==> config.mk <==
export PLATFORM = sky130hd
export DESIGN_NAME = seq_detector_param
export DESIGN_NICKNAME = d
export VERILOG_FILES = /design/src/rtl/seq_detector_param.sv
export SDC_FILE = /design/constraint.sdc
export NUM_CORES = 1
export LEC_CHECK = 0
export CORE_MARGIN = 2
export CORE_UTILIZATION = 26
export DETAILED_ROUTE_END_ITERATION = 10
export GPL_ROUTABILITY_DRIVEN = 0
export HOLD_SLACK_MARGIN = 0.08
export SLEW_MARGIN = 20
export SYNTH_ARGS = -nofsm -noshare
export SYNTH_HDL_FRONTEND = slang
export SYNTH_SLANG_ARGS = --single-unit
==> constraint.sdc <==
create_clock -name clk -period 2 [get_ports clk]
set_input_delay 0.3 -clock clk [delete_from_list [all_inputs] [get_ports clk]]
set_output_delay 0.3 -clock clk [all_outputs]
set_load 0.05 [all_outputs]
==> src/rtl/seq_detector_param.sv <==
// rtl/seq_detector_param.sv - serial pattern detector with runtime pattern/length/overlap config
// Optional hit counter: define SEQDET_HITCNT_EN to build hit_cnt/cnt_clr logic,
// otherwise hit_cnt is tied to zero and cnt_clr is ignored.
module seq_detector_param #(
  parameter int MAX_LEN = 8,
  parameter int LEN_W   = 5,
  parameter int CNT_W   = 8
) (
  input  logic               clk,
  input  logic               rst_n,
  input  logic               data,
  input  logic               data_valid,
  input  logic               cfg_load,
  input  logic [MAX_LEN-1:0] pattern,
  input  logic [LEN_W-1:0]   pat_len,
  input  logic               overlap,
  input  logic               cnt_clr,
  output logic               hit,
  output logic               hit_q,
  output logic [CNT_W-1:0]   hit_cnt
);

  localparam logic [LEN_W-1:0]   MAX_LEN_V   = LEN_W'(MAX_LEN);
  localparam logic [LEN_W-1:0]   RST_LEN     = LEN_W'(3);
  localparam logic [MAX_LEN-1:0] RST_PATTERN = MAX_LEN'(3'b101);

  logic [MAX_LEN-1:0] cfg_pattern;
  logic [LEN_W-1:0]   cfg_len;
  logic               cfg_overlap;

  // history[0] is the most recent accepted bit; fill counts accepted bits since last clear
  logic [MAX_LEN-2:0] history;
  logic [LEN_W-1:0]   fill;

  logic [MAX_LEN-1:0] window;
  logic [MAX_LEN-1:0] len_mask;
  logic               sample;
  logic               cfg_legal;
  logic               fill_ok;
  logic               match;

  assign window    = {history, data};
  assign sample    = data_valid & ~cfg_load;
  assign cfg_legal = (cfg_len != '0) && (cfg_len <= MAX_LEN_V);
  // fill >= cfg_len-1, evaluated one bit wider so cfg_len=0 cannot underflow
  assign fill_ok   = ((LEN_W+1)'(fill) + (LEN_W+1)'(1)) >= (LEN_W+1)'(cfg_len);

  // Select the low cfg_len bit positions that take part in the comparison
  always_comb begin
    len_mask = '0;
    for (int i = 0; i < MAX_LEN; i++) begin
      len_mask[i] = (i < int'(cfg_len));
    end
  end

  assign match = (((window ^ cfg_pattern) & len_mask) == '0);
  assign hit   = rst_n & sample & cfg_legal & fill_ok & match;

  // Config latch, history shift and fill tracking
  always_ff @(posedge clk or negedge rst_n) begin
    if (!rst_n) begin
      cfg_pattern <= RST_PATTERN;
      cfg_len     <= RST_LEN;
      cfg_overlap <= 1'b1;
      history     <= '0;
      fill        <= '0;
    end else if (cfg_load) begin
      cfg_pattern <= pattern;
      cfg_len     <= pat_len;
      cfg_overlap <= overlap;
      history     <= '0;
      fill        <= '0;
    end else if (data_valid) begin
      history <= window[MAX_LEN-2:0];
      if (hit && !cfg_overlap) begin
        fill <= '0;
      end else if (fill != MAX_LEN_V) begin
        fill <= fill + LEN_W'(1);
      end
    end
  end

  // Registered copy of the Mealy hit pulse
  always_ff @(posedge clk or negedge rst_n) begin
    if (!rst_n) begin
      hit_q <= 1'b0;
    end else begin
      hit_q <= hit;
    end
  end

`ifdef SEQDET_HITCNT_EN
  logic [CNT_W-1:0] cnt_r;

  // Saturating hit counter; clear wins over a same-cycle hit
  always_ff @(posedge clk or negedge rst_n) begin
    if (!rst_n) begin
      cnt_r <= '0;
    end else if (cnt_clr) begin
      cnt_r <= '0;
    end else if (hit && (cnt_r != '1)) begin
      cnt_r <= cnt_r + CNT_W'(1);
    end
  end

  assign hit_cnt = cnt_r;
`else
  logic unused_cnt_clr;

  assign unused_cnt_clr = cnt_clr;
  assign hit_cnt        = '0;
`endif

endmodule

== Yosys cells after proc, flatten, opt, wreduce, memory -nomap -nowiden ==
Index checks and enable logic that the tools add are counted.
Operators by class
  multipliers: 0
  bitwise operators: 8
  muxes and demuxes: 6
  $add $sub $neg: 2
  shift operators: 0
  magnitude comparators: 10
  divide/modulo/power cells: 0
  reductions and logical operators: 8
  equality and inequality tests: 1
Operator list (count)
  < comparator 3 x 5 -> 1 bit, first input constant: 4
  two-way mux 5 bit: 4
  two-way mux 7 bit: 2
  < comparator 1 x 5 -> 1 bit, first input constant: 2
  < comparator 2 x 5 -> 1 bit, first input constant: 2
  AND 8 bit: 1
  logical NOT 8 bit: 1
  bitwise XOR 8 bit: 1
  adder 5 x 1 -> 6 bit, second input constant: 1
  greater-or-equal comparator 6 x 5 -> 1 bit: 1
  adder 5 x 1 -> 5 bit, second input constant: 1
  AND 1 bit: 5
  <= comparator 5 x 4 -> 1 bit, second input constant: 1
  inequality test 5 x 4 -> 1 bit, second input constant: 1
  nonzero test 5 bit: 1
  nonzero test 3 bit: 1
  logical AND 1 bit: 2
  AND reduction 2 bit: 1
  nonzero test 2 bit: 1
  logical NOT 1 bit: 1
  NOT 1 bit: 1
Word-level totals
  memories: 0
  bits in writable memories: 0
  latch bits: 0
  logic and storage cells: 41
  register bits: 27
  bits in read-only memories: 0

== Logic depth before layout (Yosys ltp) ==
  depth in word-level cells: 10
  gate-level depth with buffers: 9
  depth with buffers taken out: 9

== Worst setup path before layout ==
Ideal clock, no wire load.
  path type: flip-flop to output port
  start point: reg fill[0]
  end point: out hit
  arrival: 2.513 ns
  required time: 1.700 ns
  stages on the path, launching flop included: 8
  path slack: -0.813 ns
  cell sequence: dfrtp_1 -> ha_1 -> xor2_1 -> ha_1 -> o21ai_0 -> o21ai_0 -> a21oi_1 -> nor3_1
Between the ends
  longest elaborated chain between the ends: 4
RTL lines
  start, declared: line 33  | logic [LEN_W-1:0] fill;
  start signal, assigned: line 78  | fill <= fill + LEN_W'(1);
  adder 5 x 1 -> 6 bit: line 46  | assign fill_ok = ((LEN_W+1)'(fill) + (LEN_W+1)'(1)) >= (LEN_W+1)'(cfg_len);
  greater-or-equal comparator 6 x 5 -> 1 bit: line 46
  AND 1 bit (2 in series): line 57  | assign hit = rst_n & sample & cfg_legal & fill_ok & match;
  end, declared: line 18  | output logic hit,
No other way between the ends.

== Worst setup path after layout ==
  start point: reg fill[1]
  end point: out hit
Same word-level chain as after synthesis.

==> flow_summary.ini <==
[global_routing]
grt_pass1_wl_um = 5150
track_usage_pct = 9.95
grt_pass1_vias = 1089
antenna_found_initial = 0
gr-total-overflow = 0
grt_max_degree = 28

[logic_synthesis]
ys_top_cells_by_area = dfrtp_1, dfstp_2, mux2_2, mux2i_1, ha_1
synth_warnings = 0
synth_top_cell_area_share_pct = 34.8
synth_seq_cells = 27
syn_avg_cell_area_um2 = 10.9
synth_flop_cell = dfrtp_1
synth_edf_count = 0
ys_types = 39
synth_seq_area_share_pct = 43.0
synth_cells = 145
synth_async_sr_flop_share_pct = 100
synth.largest_area_cell = dfrtp_1
mappedNetlistArea_um2 = 1580

[die]
start_util_pct = 26.8
die_area_um2 = 6730
die_w_um = 82.1
core_area_um2 = 5920
die_h_um = 82.1
std_cell_rows = 28
ioPinCount = 30

[job]
drv_cap = 0

[clock_tree]
cts_buffers = 3
cts_sinks = 27
root_buffer = clkbuf_8
cts_buffer_depth = 2
cts_tree = built
hold_buffers = 0
clkLatencyLatePin_ns = 0.27
clk_pin_slew_ns = 0.09
h-tree-depth = 1

[place]
dp.cells = 249
hpwl_um = 2270
postPlaceCellArea_um2 = 1950
io_buffers = 20
dpl_worst_slack_ns = -0.213

[routing]
wl_per_cell_um = 11.7
vias_per_cell = 4.35
drtIter0Drc = 39
vias = 1119
drc_errors = 0
ant_nets = 0
dr.pass1.iters = 4
wl_um = 3010

[timing]
finalSetupViolCount = 6
fin_crit_sh_pct = 118
fmax_ghz = 0.424
finalHoldViolations = 0
finalMaxSlewViolations = 0
timing.final.crit_period_ns = 2.36
worst_slack_ns = -0.357
timing.hold.ws_ns = 0.452
setup_tns_ns = -1.59
skew_ns = 0.00345
grt_setup_unrepaired = yes

[setup_path]
r2r_cells = 10
worstPathBufferInverterCount = 1
cp_top_family = adder cells
critPathKind = reg2out
r2r-start = fill[1]
cp-end-kind = primary output
critical-path-slowest-cell = dfrtp_1
reg2reg_to = fill[2]
reg2reg_slack_ns = -0.31
worstPathCellList = ha_2, nand3_2, xnor2_2, ha_1, o21a_1, a21oi_2, nor3_4, buf_12
cp.required_ns = 1.70
critPathMaxStageDelay_ns = 0.40
cp.arrival_ns = 2.06
worstPathMaxFanout = 4
critical_path.startpoint_type = register
crit_path_start = fill[1]

[outcome]
violations = setup timing
outcome = finished with violations

[layout]
final_cells = 257
utilization_pct = 35.0
stdcell_area_um2 = 2070
layout_common_cells = dfrtp_1, buf_4, clkdlybuf4s50_1
final_common_cell = dfrtp_1
area_delta_synth_final_pct = 30.7
antenna_cells = 0
fin_nets = 210
layout-drive-gt1-share_pct = 31.3
nFillCells = 583

[hold_path]
hold_path_class = in2async

[power]
vdd_drop_max_uv = 229
power.leakage_nw = 0.937
power_density_nw_per_um2 = 590
finalPower_mw = 1.22
-- area by class of cell --
cell class	count	area (um^2)	area share (%)
sequential	27	682	32.9
multi-input combinational	102	856	41.3
inverter	9	33.8	1.63
clock buffer	4	45.0	2.18
timing repair buffer	40	360	17.4
tap	75	93.8	4.53
-- worst reg2reg max path, cell delays in order, from the launching register on --
cell and delay (ns):
dfrtp_1 0.40, ha_2 0.23, nand3_2 0.10, xnor2_2 0.15, ha_1 0.28, o21a_1 0.13
a21oi_2 0.08, buf_4 0.15, nor4_1 0.38, o21ai_1 0.10, a31o_1 0.22
-- metal layers --
layer  vias to the layer above  GRT usage [%]  wire, um
li1                        558              -         -
met3                         4           1.54        94
met4                         0           4.00        44
met2                        21           15.4      1450
met5                         -              0         0
met1                       536           13.8      1420
-- what timing repair did --
item,CTS,global route
resized for setup,3,5
pin swaps,4,4
setup buffers,2,2
endpoints found under the setup margin,6,6
-- cell families (layout without fill, tap and decap cells) --
logic type                 after synthesis  after routing  share of synthesized area (%)
DFF                                     27             27                           43.0
adders and majority gates                7              7                           5.53
buffers and inverters                   23             53                           8.53
other                                    1              8                          0.237
muxes                                   19             19                           12.8
xor gates and xnor gates                13             13                           7.66
and+or+nand+nor                         35             35                           12.0
AOI/OAI and AO/OA                       20             20                           10.2
-- sequential cells by signal (all words and copies together), names as in the netlist --
signal,flops
cfg_len,5
hit_q,1
cfg_overlap,1
cfg_pattern,8
history,7
fill,5
-- worst max-delay path by stage --
stage              end  slack (ns)  depth (start not counted)
6_report           hit       -0.36                          8
5_1_grt            hit       -0.52                          8
4_1_cts            hit       -0.39                          7
3_5_place_dp   fill[2]       -0.21                          9
3_3_place_gp       hit       -0.21                          7
2_1_floorplan      hit       -0.15                          5
-- cell usage after synthesis, drive strengths merged, types with 2 or more instances --
| master | n |
|---|---|
| ha | 7 |
| nand2 | 6 |
| o21a | 2 |
| buf | 11 |
| nand3 | 4 |
| inv | 9 |
| a31o | 2 |
| o21ai | 8 |
| xnor2 | 2 |
| clkbuf | 3 |
| nand4 | 2 |
| nor3 | 2 |
| mux2 | 10 |
| mux2i | 9 |
| nor2 | 12 |
| dfstp | 5 |
| dfrtp | 22 |
| xor2 | 11 |
| a21oi | 2 |
| nor4 | 3 |
-- where the power goes --
part / switching (mW) / internal (mW) / total, mW
sequential: 0.0320 / 0.588 / 0.620
clock: 0.166 / 0.143 / 0.309
combinational: 0.155 / 0.138 / 0.293
(Power assumes the default switching activity.)
